[config.mk]
export PLATFORM = sky130hd
export DESIGN_NAME = pgmap_stat_wb
export DESIGN_NICKNAME = d
export VERILOG_FILES = /design/src/rtl/pgmap_stat_wb.sv
export SDC_FILE = /design/constraint.sdc
export NUM_CORES = 1
export LEC_CHECK = 0
export CAP_MARGIN = 20
export CELL_PAD_IN_SITES_DETAIL_PLACEMENT = 1
export CELL_PAD_IN_SITES_GLOBAL_PLACEMENT = 2
export CORE_ASPECT_RATIO = 0.9
export CORE_MARGIN = 3
export CORE_UTILIZATION = 32
export CTS_BUF_LIST = sky130_fd_sc_hd__clkbuf_8
export CTS_CLUSTER_DIAMETER = 200
export DETAILED_ROUTE_END_ITERATION = 10
export HOLD_SLACK_MARGIN = 0.03
export PLACE_DENSITY_LB_ADDON = 0.1
export SYNTH_ARGS = -nofsm -noshare
export SYNTH_HDL_FRONTEND = slang
export SYNTH_SLANG_ARGS = --single-unit
[constraint.sdc]
create_clock -name CLK -period 4.9 [get_ports CLK]
set_input_delay 0.735 -clock CLK [delete_from_list [all_inputs] [get_ports CLK]]
set_output_delay 0.735 -clock CLK [all_outputs]
set_load 0.01 [all_outputs]
[src/rtl/pgmap_stat_wb.sv]
// Page-map statistics write-back sequencer: {acc,mod} read-modify-write per qualified CPU cycle,
// plus a low-priority scan/clear port. Optional build macro: PGSTAT_SKIP_CLEAN_WB_EN.
module pgmap_stat_wb #(
    parameter int unsigned PAGE_W = 12,
    parameter int unsigned DROP_W = 8
) (
    input  logic              CLK,
    input  logic              RESET,
    input  logic              cyc_valid,
    input  logic              cyc_read,
    input  logic [1:0]        cyc_fc,
    input  logic              cyc_back,
    input  logic              booten,
    input  logic [PAGE_W-1:0] cyc_page,
    output logic [PAGE_W-1:0] map_addr,
    output logic              map_rd,
    input  logic [1:0]        map_rdata,
    output logic              map_wr,
    output logic [1:0]        map_wdata,
    input  logic              scan_req,
    input  logic [PAGE_W-1:0] scan_page,
    input  logic              scan_clear,
    output logic              scan_ack,
    output logic              scan_acc,
    output logic              scan_mod,
    output logic              busy,
    output logic [DROP_W-1:0] drop_cnt
);

    typedef enum logic [2:0] {StIdle, StRd, StWb, StSrd, StSwb} state_e;

    state_e            state_q;
    logic [PAGE_W-1:0] act_page_q;
    logic              act_read_q;
    logic              pend_v_q;
    logic [PAGE_W-1:0] pend_page_q;
    logic              pend_read_q;
    logic [PAGE_W-1:0] scan_page_q;
    logic [DROP_W-1:0] drop_q;
    logic              cyc_qual;
    logic [1:0]        wb_data;

    // MMU table references, refresh cycles and the boot state never touch statistics.
    assign cyc_qual = cyc_valid & ~booten
                    & ~((cyc_fc == 2'b11) & ~cyc_back)
                    & ~(cyc_fc[1] & cyc_back);

    always_ff @(posedge CLK) begin
        if (RESET) begin
            state_q     <= StIdle;
            act_page_q  <= '0;
            act_read_q  <= 1'b0;
            pend_v_q    <= 1'b0;
            pend_page_q <= '0;
            pend_read_q <= 1'b0;
            scan_page_q <= '0;
            drop_q      <= '0;
        end else begin
            case (state_q)
                StIdle: begin
                    if (pend_v_q) begin
                        state_q     <= StRd;
                        act_page_q  <= pend_page_q;
                        act_read_q  <= pend_read_q;
                        pend_v_q    <= cyc_qual;
                        if (cyc_qual) begin
                            pend_page_q <= cyc_page;
                            pend_read_q <= cyc_read;
                        end
                    end else if (cyc_qual) begin
                        state_q    <= StRd;
                        act_page_q <= cyc_page;
                        act_read_q <= cyc_read;
                    end else if (scan_req) begin
                        state_q     <= StSrd;
                        scan_page_q <= scan_page;
                    end
                end
                StRd:    state_q <= StWb;
                StWb:    state_q <= StIdle;
                StSrd:   state_q <= StSwb;
                StSwb:   state_q <= StIdle;
                default: state_q <= StIdle;
            endcase

            // While a sequence is in flight only one further event can be parked.
            if ((state_q != StIdle) && cyc_qual) begin
                if (!pend_v_q) begin
                    pend_v_q    <= 1'b1;
                    pend_page_q <= cyc_page;
                    pend_read_q <= cyc_read;
                end else if (drop_q != '1) begin
                    drop_q <= drop_q + DROP_W'(1);
                end
            end
        end
    end

    always_comb begin
        map_addr  = '0;
        map_rd    = 1'b0;
        map_wr    = 1'b0;
        map_wdata = 2'b00;
        scan_ack  = 1'b0;
        scan_acc  = 1'b0;
        scan_mod  = 1'b0;
        wb_data   = {1'b1, map_rdata[0] | ~act_read_q};
        // Strobes are masked in a reset cycle so an interrupted WB/SWB never writes.
        if (!RESET) begin
            case (state_q)
                StRd: begin
                    map_rd   = 1'b1;
                    map_addr = act_page_q;
                end
                StWb: begin
                    map_addr  = act_page_q;
                    map_wdata = wb_data;
`ifdef PGSTAT_SKIP_CLEAN_WB_EN
                    map_wr    = (wb_data != map_rdata);
`else
                    map_wr    = 1'b1;
`endif
                end
                StSrd: begin
                    map_rd   = 1'b1;
                    map_addr = scan_page_q;
                end
                StSwb: begin
                    scan_ack  = 1'b1;
                    scan_acc  = map_rdata[1];
                    scan_mod  = map_rdata[0];
                    map_addr  = scan_page_q;
                    map_wr    = scan_clear;
                    map_wdata = 2'b00;
                end
                default: ;
            endcase
        end
    end

    assign busy     = ~RESET & ((state_q != StIdle) | pend_v_q);
    assign drop_cnt = drop_q;

endmodule

# Yosys cells after proc, flatten, opt, wreduce, memory -nomap -nowiden
# Cells that the tools add are included.
dict set report totals {
  output_inout_bits 28
  register_bits 50
  input_bits 36
  wordCells 78
}
dict set report op_classes {
  muxes 36
  bitwise 16
  n_addsub 1
  n_reduce_logical 10
  n_eq_ne 7
}
# op count
set ops {}
lappend ops {{12-bit 2-to-1 mux} 8}
lappend ops {{12-bit case mux with 2 select lines} 1}
lappend ops {{1-bit 2-to-1 mux} 20}
lappend ops {{3-bit 2-to-1 mux} 3}
lappend ops {{3-bit case mux with 3 select lines} 1}
lappend ops {{8-bit by 1-bit adder with 8-bit output (second input constant)} 1}
lappend ops {{8-bit inequality test (second input constant)} 1}
lappend ops {{1-bit NOT} 8}
lappend ops {{1-bit bitwise AND} 6}
lappend ops {{3-bit by 2-bit equality test with 1-bit output (second input constant)} 2}
lappend ops {{2-bit OR reduction} 3}
lappend ops {{2-bit 2-to-1 mux} 2}
lappend ops {{4-bit inequality test (second input constant)} 1}
lappend ops {{4-bit AND reduction} 1}
lappend ops {{3-bit by 1-bit equality test with 1-bit output (second input constant)} 1}
lappend ops {{3-bit equality test (second input constant)} 1}
lappend ops {{3-bit zero test} 1}
lappend ops {{3-bit AND reduction} 1}
lappend ops {{3-bit nonzero test} 1}
lappend ops {{2-bit equality test (second input constant)} 1}
lappend ops {{1-bit bitwise OR} 2}
lappend ops {{1-bit case mux with 2 select lines} 1}
lappend ops {{2-bit AND reduction} 1}
lappend ops {{2-bit nonzero test} 1}
lappend ops {{1-bit logical AND} 1}

# Logic depth before layout (Yosys ltp)
# Gate-level depths: netlist (run 1).
dict set report depth {
  word_depth 10
  mapped_depth 6
}

# Worst setup path after synthesis (run 1)
# Ideal clock, no wire load.
dict set report synth_timing {
  path_type {input to output}
  startpoint {input RESET}
  endpoint {output map_wdata[0]}
  required_time_ns 4.165
  stages 3
  arrival_time_ns 1.824
  slack_ns 2.341
  path_buffers 1
  path_cell_list {clkbuf_1 > nor4b_1 > a21boi_0}
}
dict set report synth_via {
  elab_chain_cells 1
}
# item line_no
set synth_rtl {}
lappend synth_rtl {{from (decl)} 8} ;# input logic RESET,
lappend synth_rtl {{2-bit 2-to-1 mux} 109} ;# if (!RESET) begin
lappend synth_rtl {{to (decl)} 19} ;# output logic [1:0] map_wdata,
# Every way passes these cells.

# Worst setup path after layout (run 1)
dict set report layout_timing {
  startpoint {register state_q[0]}
  endpoint {output map_addr[0]}
}
dict set report layout_via {
  elab_chain_cells 4
  word_cells_on_any_way 8
  cone_classes {eq/ne (4); mux (2); reduce/logical (2)}
}
# item line_no
set layout_rtl {}
lappend layout_rtl {{from (decl)} 32} ;# state_e state_q;
lappend layout_rtl {{from (signal assigned)} 50} ;# state_q <= StIdle;
lappend layout_rtl {{from (signal assigned)} 62} ;# state_q <= StRd;
lappend layout_rtl {{from (signal assigned)} 71} ;# state_q <= StRd;
lappend layout_rtl {{3-bit equality test (tied with other cells)} 110} ;# case (state_q)
lappend layout_rtl {{2-bit OR reduction (no line)} n/a}
lappend layout_rtl {{12-bit case mux with 2 select lines *} 110}
lappend layout_rtl {{12-bit 2-to-1 mux *} 109}
lappend layout_rtl {{to (decl)} 15} ;# output logic [PAGE_W-1:0] map_addr,
# Mark *: on every way between the ends. The rest lies on a longest branch, timed or not.

==> results of run 1 <==
==> final timing paths <==
kind / start / end / cells past startpoint
setup reg to reg: pend_v_q / drop_cnt[7] / 4
hold / removal: pend_page_q[1] / pend_page_q[1] / 2
setup / recovery: state_q[0] / map_addr[0] / 5
hold reg to reg: pend_page_q[1] / pend_page_q[1] / 2
==> logic make-up after synthesis <==
logic type,Yosys count,synth area share [%]
DFF,50,40.4
and+or+nand+nor,88,18.0
adders and majority gates,1,0.505
buffers and inverters,26,4.95
xor gates and xnor gates,1,0.354
AOI/OAI and AO/OA,77,20.0
muxes,39,15.8
==> final cells by class <==
class / instances / share of cell area, %
Multi-Input combinational cell: 206 / 41.8
Clock buffer: 5 / 2.13
Timing Repair Buffer: 67 / 20.3
Clock inverter: 3 / 0.812
Sequential cell: 50 / 30.9
Inverter: 4 / 0.464
Tap cell: 93 / 3.60
==> flip-flops by register name, summed over array words and instances (netlist names) <==
signal	cells
act_page_q	12
act_read_q	1
drop_cnt	8
pend_page_q	12
pend_read_q	1
pend_v_q	1
scan_page_q	12
state_q	3
==> critical path: cells and delay by family (launching register included) <==
family | cells | cell delay [ns]
flip-flops | 1 | 0.57
buffers and inverters | 1 | 0.53
XOR/XNOR | 1 | 0.80
AND/OR/NAND/NOR | 1 | 0.17
AO/OA/AOI/OAI | 2 | 0.45
==> per-stage QoR <==
step	util (%)	setup slack, ns	total power [mW]
after CTS	44.4	1.28	0.945
final	44.4	1.33	0.931
after floorplan	-	2.34	0.597
after detailed placement	43.1	1.54	0.680
after global placement	43.1	1.58	0.678
after global routing	44.4	1.06	0.987
==> metal layers <==
metal | vias up | track usage, % | part of all wire (%)
met4 | 0 | 5.21 | 1.2
met3 | 8 | 2.96 | 3.8
met1 | 1088 | 22.2 | 51
met2 | 36 | 24.9 | 44
met5 | - | 0 | 0
li1 | 1129 | - | -
==> power by group through the flow <==
stage,registers [mW],clock network (mW),logic [mW]
after floorplan,0.457,0,0.140
after global placement,0.476,0,0.201
after detailed placement,0.477,0,0.203
after CTS,0.468,0.273,0.204
after global routing,0.474,0.289,0.224
final,0.468,0.262,0.201
==> synth_stat cells, types with 5 or more instances <==
master and instances:
nand2_1 17, o31ai_1 5, clkbuf_1 12, and2_1 13, o21ai_0 16, a21oi_1 21
buf_2 8, mux2i_1 39, a211oi_1 13, a22oi_1 11, nor2_1 32, dfxtp_1 50
==> flow_summary_export.csv, run 1 <==
group,metric,value,unit
layout,diodes,0,
layout,nets,371,
synth,synth_largest_area_cell,"dfxtp_1",
synth,synth_top_area_share,40.4,%
floorplanning,num_io_pins,64,
setup_path,path_class,"flop to primary output",
timing,tns,0,ns
layout,instances_no_fill,428,
clock_tree,cts_hold_buf,0,
setup_path,worst-path-max-fanout,12,
layout,multi_input_area,1350,sq um
clock_tree,insertion_delay,0.32,ns
clock_tree,clockBufferDepth,2,
setup_path,rrSetupSlack,2.52,ns
route,firstDrtPassIters,4,
hold_path,hp-class,"flop to flop",
synth,async_flop_share,0,%
clock_tree,postCtsSetupBuffers,0,
setup_path,required,4.16,ns
clock_tree,cts_tree,"built",
setup_path,critPathArrivalTime,2.83,ns
power_and_ir_drop,switching_share,31.1,%
clock_tree,clkSinkCount,50,
timing,finalMaxSlewViolations,0,
route,drt_wl_total,6730,microns
floorplanning,core,7290,sq um
grt,grt_pass1_wl,11200,microns
floorplanning,die_w,98.7,microns
clock_tree,cts_root_buf,"clkbuf_8",
timing,setup_viol,0,
placed_design,place_area,3140,sq um
route,wl_per_cell,15.7,microns
synth,synth-seq-cells,50,
synth,synth_area,2480,sq um
placed_design,dp_hpwl,4710,microns
layout,final_common_cell,"clkdlybuf4s50_1",
power_and_ir_drop,power_frac_comb,21.6,%
layout,fillCellCount,858,
clock_tree,h-tree-depth,2,
timing,rsz0062_at_grt,"no",
route,antenna_left,0,
clock_tree,cts_buffers,5,
grt,grt_max_degree,52,
grt,grt_pass1_vias,2192,
power_and_ir_drop,p_seq_share,50.2,%
timing,max_freq,0.280,GHz
route,drt_iter0_drc,54,
synth,syn_nets,319,
clock_tree,clkSlewWorstSetupHoldPaths,0.10,ns
setup_path,endpoint_kind,"primary output",
layout,drive_above_1_share,5.07,%
flow_run,maxCapViolations,0,
synth,yosysSeqAreaShare,40.4,%
timing,relSlewSlack,34.1,%
setup_path,start_kind,"flop",
power_and_ir_drop,power.internal,0.641,mW
layout,synthToLayoutAreaGrowth,30.7,%
synth,synth_cell_types,39,
grt,globalRouteTotalUtil,15.9,%
route,vias,2261,
route,drt-vias-per-instance,5.28,
timing,finalHoldViolations,0,
setup_path,critPathSlowestCell,"xor2_1",
floorplanning,std_cell_rows,29,
floorplanning,dieHeight,89.5,microns
floorplanning,die_area,8830,sq um
layout,stdcell_area,3240,sq um
clock_tree,ctsResizeCount,0,
power_and_ir_drop,leakagePower,1.24,nW
timing,finalCriticalPeriod,3.57,ns
placed_design,place.gp.congestion,0.669,
synth,ys.flop_type,"dfxtp_1",
timing,tightest_slew,0.989,ns
synth,syn_avg_cell_area,8.78,sq um
timing,finalClockSkew,0.0144,ns
timing,hold_ws,0.507,ns
placed_design,numPlacedInstances,420,
power_and_ir_drop,powerDensity,288,nW/um^2
setup_path,critPathMaxStageDelay,0.80,ns
layout,seqCellArea,1000,sq um
synth,synth_edf_count,0,
synth,synthTopCellsByArea,"dfxtp_1, mux2i_1, nor2_1",
grt,overflow,0,
grt,antenna_found_initial,0,
synth,syn_inst,282,
power_and_ir_drop,p_clk_share,28.2,%
power_and_ir_drop,ir_worst_vdd,0.000110,V
synth,yosysWarnings,0,
power_and_ir_drop,switchingPower,0.289,mW
layout,mostFrequentLayoutCells,"clkdlybuf4s50_1, dfxtp_1, mux2i_1",
setup_path,crit_chain,"xor2_1, a22oi_1, o21ai_0, and2_1, clkdlybuf4s50_1",
route,drc_errors,0,
floorplanning,start_util,34.0,%
run_status,status,"finished, final reports clean",
timing,fin_crit_sh,72.8,%
placed_design,io_buffers,63,
Power figures use the tool's default switching activity.
==> run 2: changes to the inputs <==
--- a/config.mk
+++ b/config.mk
@@ -10,7 +10,7 @@
 export CELL_PAD_IN_SITES_GLOBAL_PLACEMENT = 2
 export CORE_ASPECT_RATIO = 0.9
 export CORE_MARGIN = 3
-export CORE_UTILIZATION = 32
+export CORE_UTILIZATION = 29
 export CTS_BUF_LIST = sky130_fd_sc_hd__clkbuf_8
 export CTS_CLUSTER_DIAMETER = 200
 export DETAILED_ROUTE_END_ITERATION = 10
==> constraint.sdc (replaced) <==
create_clock -name CLK -period 3.65 [get_ports CLK]
set_input_delay 0.5475 -clock CLK [delete_from_list [all_inputs] [get_ports CLK]]
set_output_delay 0.5475 -clock CLK [all_outputs]
set_load 0.01 [all_outputs]
==> run 2 against run 1 <==
Worst setup slack worse by 0.87 ns. Die area is 9.7% higher. Largest cell class unchanged. Register-to-register slack worse by 1.0 ns. Power is 35% higher. Hold slack worse by 0.00051 ns. Combinational power is 40% higher. Critical path depth is 1 higher. Clock power is 35% higher. First-iteration DRC count is 20% higher.
==> flow_summary_export.csv, run 2 (synthesis results as in run 1) <==
group,metric,value,unit
setup_path,required,3.10,ns
route,firstDrtPassIters,4,
layout,final_common_cell,"clkdlybuf4s50_1",
power_and_ir_drop,switching_share,31.1,%
timing,fin_crit_sh,87.4,%
clock_tree,clkSinkCount,50,
route,vias,2249,
grt,grt_max_degree,28,
setup_path,path_class,"flop to primary output",
clock_tree,h-tree-depth,2,
floorplanning,num_io_pins,64,
clock_tree,cts_tree,"built",
layout,synthToLayoutAreaGrowth,32.8,%
power_and_ir_drop,p_seq_share,49.6,%
timing,tightest_slew,0.875,ns
hold_path,hp-class,"flop to flop",
timing,finalCriticalPeriod,3.19,ns
layout,mostFrequentLayoutCells,"clkdlybuf4s50_1, dfxtp_1, mux2i_1",
route,antenna_left,0,
power_and_ir_drop,power.internal,0.869,mW
clock_tree,cts_hold_buf,0,
setup_path,start_kind,"flop",
timing,finalClockSkew,0.0149,ns
timing,tns,0,ns
floorplanning,dieHeight,93.7,microns
placed_design,numPlacedInstances,445,
layout,nets,374,
layout,fillCellCount,982,
power_and_ir_drop,total_power,1.26,mW
grt,antenna_found_initial,0,
timing,finalMaxSlewViolations,0,
timing,finalHoldViolations,0,
layout,drive_above_1_share,5.92,%
timing,relSlewSlack,41.5,%
setup_path,critPathArrivalTime,2.64,ns
timing,max_freq,0.313,GHz
power_and_ir_drop,powerDensity,383,nW/um^2
hold_path,holdPathStages,2,
layout,top_regs,"act_page_q: 12 flops, pend_page_q: 12 flops, scan_page_q: 12 flops",
power_and_ir_drop,power_frac_comb,22.3,%
floorplanning,die_w,103,microns
layout,diodes,0,
route,drt-vias-per-instance,4.96,
run_status,status,"finished, final reports clean",
route,drt_wl_total,6780,microns
clock_tree,cts_buffers,5,
route,drt_iter0_drc,65,
power_and_ir_drop,p_clk_share,28.1,%
route,wl_per_cell,15.0,microns
placed_design,place.gp.congestion,0.737,
placed_design,io_buffers,63,
floorplanning,std_cell_rows,31,
floorplanning,start_util,30.3,%
clock_tree,clkSlewWorstSetupHoldPaths,0.10,ns
grt,overflow,0,
setup_path,worst-r2r-cell-count,4,
clock_tree,ctsResizeCount,0,
clock_tree,cts_root_buf,"clkbuf_8",
clock_tree,insertion_delay,0.31,ns
power_and_ir_drop,ir_worst_vdd,0.000181,V
clock_tree,clockBufferDepth,2,
power_and_ir_drop,leakagePower,1.25,nW
flow_run,maxCapViolations,0,
grt,grt_pass1_vias,2121,
clock_tree,postCtsSetupBuffers,0,
layout,multi_input_area,1350,sq um
layout,seqCellArea,1000,sq um
timing,setup_viol,0,
floorplanning,die_area,9680,sq um
setup_path,endpoint_kind,"primary output",
floorplanning,core,8180,sq um
setup_path,worst-path-max-fanout,23,
timing,rsz0062_at_grt,"no",
grt,globalRouteTotalUtil,14.2,%
power_and_ir_drop,switchingPower,0.392,mW
route,drc_errors,0,
layout,instances_no_fill,453,
grt,grt_pass1_wl,10900,microns
placed_design,dp_hpwl,5010,microns
## run 2: cell count changes in the layout (fill, tap and decap cells not counted)
cell and delta:
inv_6 -1, inv_8 +1, buf_4 +3
## run 2: through the flow
step / setup WS [ns] / area (sq um) / util (%) / hold WS, ns
after global placement: 0.907 / 3190 / 39.0 / 0.475
after global routing: 0.145 / 3290 / 40.2 / 0.548
after floorplan: 1.47 / 2480 / - / 0.457
final: 0.459 / 3290 / 40.2 / 0.507
after CTS: 0.425 / 3290 / 40.2 / 0.514
after detailed placement: 0.803 / 3190 / 39.0 / 0.489
## run 2: per-layer routing
| metal | up-vias | share of wire [%] | global-route usage, % |
|---|---|---|---|
| met1 | 1077 | 52 | 21.4 |
| met5 | - | 0 | 0 |
| met4 | 0 | 0.74 | 3.24 |
| met3 | 5 | 3.5 | 2.45 |
| li1 | 1132 | - | - |
| met2 | 35 | 44 | 20.9 |
## run 2: layout make-up
type	instances	share of cell area, %
Tap cell	115	4.38
Inverter	4	0.457
Timing Repair Buffer	70	20.6
Multi-Input combinational cell	206	41.1
Clock buffer	5	2.09
Sequential cell	50	30.4
Clock inverter	3	0.875
## run 2: final timing paths
kind                    start  slack (ns)          end
setup reg to reg   state_q[2]        1.48  drop_cnt[7]
hold / removal    pend_read_q        0.51  pend_read_q
hold reg to reg   pend_read_q        0.51  pend_read_q
setup / recovery   state_q[2]        0.46  map_addr[8]
## run 2: worst max-delay path, cell delays in order (launching register included)
cell	delay, ns
dfxtp_1	0.78
nor3b_1	0.44
buf_4	0.27
nand2_1	0.07
o21ai_0	0.08
and2_1	0.15
clkdlybuf4s50_1	0.53
## run 2: power groups by stage
stage                     Sequential (mW)  Combinational, mW  Clock (mW)
after floorplan                     0.614              0.188           0
after global placement              0.636              0.283           0
after detailed placement            0.638              0.284           0
after CTS                           0.625              0.285       0.374
after global routing                0.634              0.312       0.396
final                               0.625              0.281       0.355
==> run 3: changes to the inputs <==
--- a/config.mk
+++ b/config.mk
@@ -15,7 +15,7 @@
 export CTS_CLUSTER_DIAMETER = 200
 export DETAILED_ROUTE_END_ITERATION = 10
 export HOLD_SLACK_MARGIN = 0.03
-export PLACE_DENSITY_LB_ADDON = 0.1
+export PLACE_DENSITY = 0.87
 export SYNTH_ARGS = -nofsm -noshare
 export SYNTH_HDL_FRONTEND = slang
 export SYNTH_SLANG_ARGS = --single-unit
==> run 3 against run 2 <==
Power rose by 4.2%. Critical path depth fell by 1. Global-route usage rose by 0.91 points. Highest routed layer unchanged.
==> flow_summary_export.csv, run 3 (synthesis results as in run 1) <==
group,metric,value,unit
clock_tree,cts_root_buf,"clkbuf_8",
floorplanning,start_util,30.3,%
grt,met2_usage,24.4,%
clock_tree,h-tree-depth,2,
setup_path,cp_top_family,"simple AND/OR/NAND/NOR gates",
timing,tns,0,ns
floorplanning,die_area,9680,sq um
timing,setup_viol,0,
grt,grt_max_degree,27,
route,drt_iter0_drc,54,
floorplanning,core,8180,sq um
route,vias,2277,
route,drt-vias-per-instance,5.03,
power_and_ir_drop,p_clk_share,30.8,%
timing,finalMaxSlewViolations,0,
route,wl_per_cell,15.8,microns
timing,finalCriticalPeriod,2.98,ns
power_and_ir_drop,powerDensity,398,nW/um^2
grt,globalRouteTotalUtil,15.1,%
floorplanning,num_io_pins,64,
layout,top_regs,"act_page_q: 12 flops, pend_page_q: 12 flops, scan_page_q: 12 flops",
placed_design,dp_hpwl,5300,microns
hold_path,hp-class,"flop to flop",
power_and_ir_drop,ir_worst_vdd,0.000192,V
placed_design,io_buffers,63,
clock_tree,postCtsSetupBuffers,0,
layout,final_common_cell,"clkdlybuf4s50_1",
layout,drive_above_1_share,5.92,%
timing,relSlewSlack,38.1,%
setup_path,critPathMaxStageDelay,0.59,ns
timing,tightest_slew,0.925,ns
clock_tree,clkSlewWorstSetupHoldPaths,0.09,ns
power_and_ir_drop,switchingPower,0.385,mW
placed_design,place.gp.congestion,0.772,
timing,max_freq,0.335,GHz
timing,finalClockSkew,0.00829,ns
grt,gr-max-usage-layer,"met2",
timing,finalHoldViolations,0,
layout,mostFrequentLayoutCells,"clkdlybuf4s50_1, dfxtp_1, mux2i_1",
clock_tree,cts_hold_buf,0,
flow_run,maxCapViolations,0,
floorplanning,die_w,103,microns
route,drt_wl_total,7140,microns
route,firstDrtPassIters,4,
route,drc_errors,0,
run_status,status,"finished, final reports clean",
setup_path,critPathArrivalTime,2.44,ns
power_and_ir_drop,power_frac_comb,21.9,%
grt,grt_use_met3,2.97,%
grt,use_met1,20.5,%
power_and_ir_drop,p_seq_share,47.3,%
clock_tree,insertion_delay,0.31,ns
timing,fin_crit_sh,81.7,%
route,antenna_left,0,
clock_tree,ctsResizeCount,0,
setup_path,path_class,"flop to primary output",
grt,antenna_found_initial,0,
setup_path,endpoint_kind,"primary output",
layout,synthToLayoutAreaGrowth,33.5,%
clock_tree,clockBufferDepth,2,
power_and_ir_drop,leakagePower,1.25,nW
layout,nets,374,
grt,grt_pass1_vias,2301,
setup_path,crit_chain,"and2_1, a22oi_1, o21ai_0, and2_1, clkdlybuf4s50_1",
power_and_ir_drop,switching_share,29.3,%
grt,overflow,0,
power_and_ir_drop,power.internal,0.929,mW
setup_path,cp.buffers_inverters,1,
setup_path,critPathSlowestCell,"dfxtp_1",
floorplanning,std_cell_rows,31,
setup_path,crit_top_cell,"and2_1",
timing,hold_ws,0.506,ns
placed_design,pre_cts_slack,0.784,ns
clock_tree,cts_buffers,5,
timing,rsz0062_at_grt,"no",
layout,fillCellCount,973,
clock_tree,clkSinkCount,50,
floorplanning,dieHeight,93.7,microns
setup_path,required,3.10,ns
setup_path,worst-path-max-fanout,12,
grt,grt_pass1_wl,11700,microns
clock_tree,cts_tree,"built",
layout,diodes,0,
timing,finalWorstSetupSlack,0.666,ns
setup_path,start_kind,"flop",
## run 3: worst paths after layout
path	startpoint	end	slack (ns)	cells after the start
worst max-delay path	state_q[0]	map_addr[2]	0.67	5
worst min-delay path	drop_cnt[6]	drop_cnt[6]	0.51	2
worst max register to register	state_q[2]	act_page_q[11]	1.57	4
worst min register to register	drop_cnt[6]	drop_cnt[6]	0.51	2
## run 3: power by group through the flow
stage | registers (mW) | clock network [mW] | logic [mW]
floorplan | 0.614 | 0 | 0.188
global placement | 0.631 | 0 | 0.284
detailed placement | 0.633 | 0 | 0.290
CTS | 0.621 | 0.418 | 0.291
global route | 0.627 | 0.436 | 0.319
finish | 0.621 | 0.404 | 0.288
## run 3: stage by stage
stage	util [%]	total power, mW	std cells	instance area, sq um
after floorplan	-	0.802	282	2480
after global placement	39.0	0.915	445	3190
after detailed placement	39.0	0.923	445	3190
after CTS	40.4	1.33	453	3300
after global routing	40.4	1.38	453	3300
final	40.4	1.31	453	3300
## run 3: per-layer routing
layer,routed length (microns),vias to the layer above,part of all wire [%]
li1,-,1129,-
met4,69,0,0.97
met2,3340,43,47
met5,0,-,0
met3,227,7,3.2
met1,3510,1098,49
## run 3: area by class of cell
class	instances	area, sq um	share of cell area [%]
Timing Repair Buffer	70	678	20.5
Clock buffer	5	68.8	2.08
Clock inverter	3	45.0	1.36
Sequential cell	50	1000	30.3
Multi-Input combinational cell	206	1350	40.9
Tap cell	115	144	4.35
Inverter	4	15.0	0.454
## run 3: tightest hold or removal path, cell delays in order, from the launching register on
cell	delay, ns
dfxtp_1	0.35
o41ai_1	0.07
a21oi_1	0.05
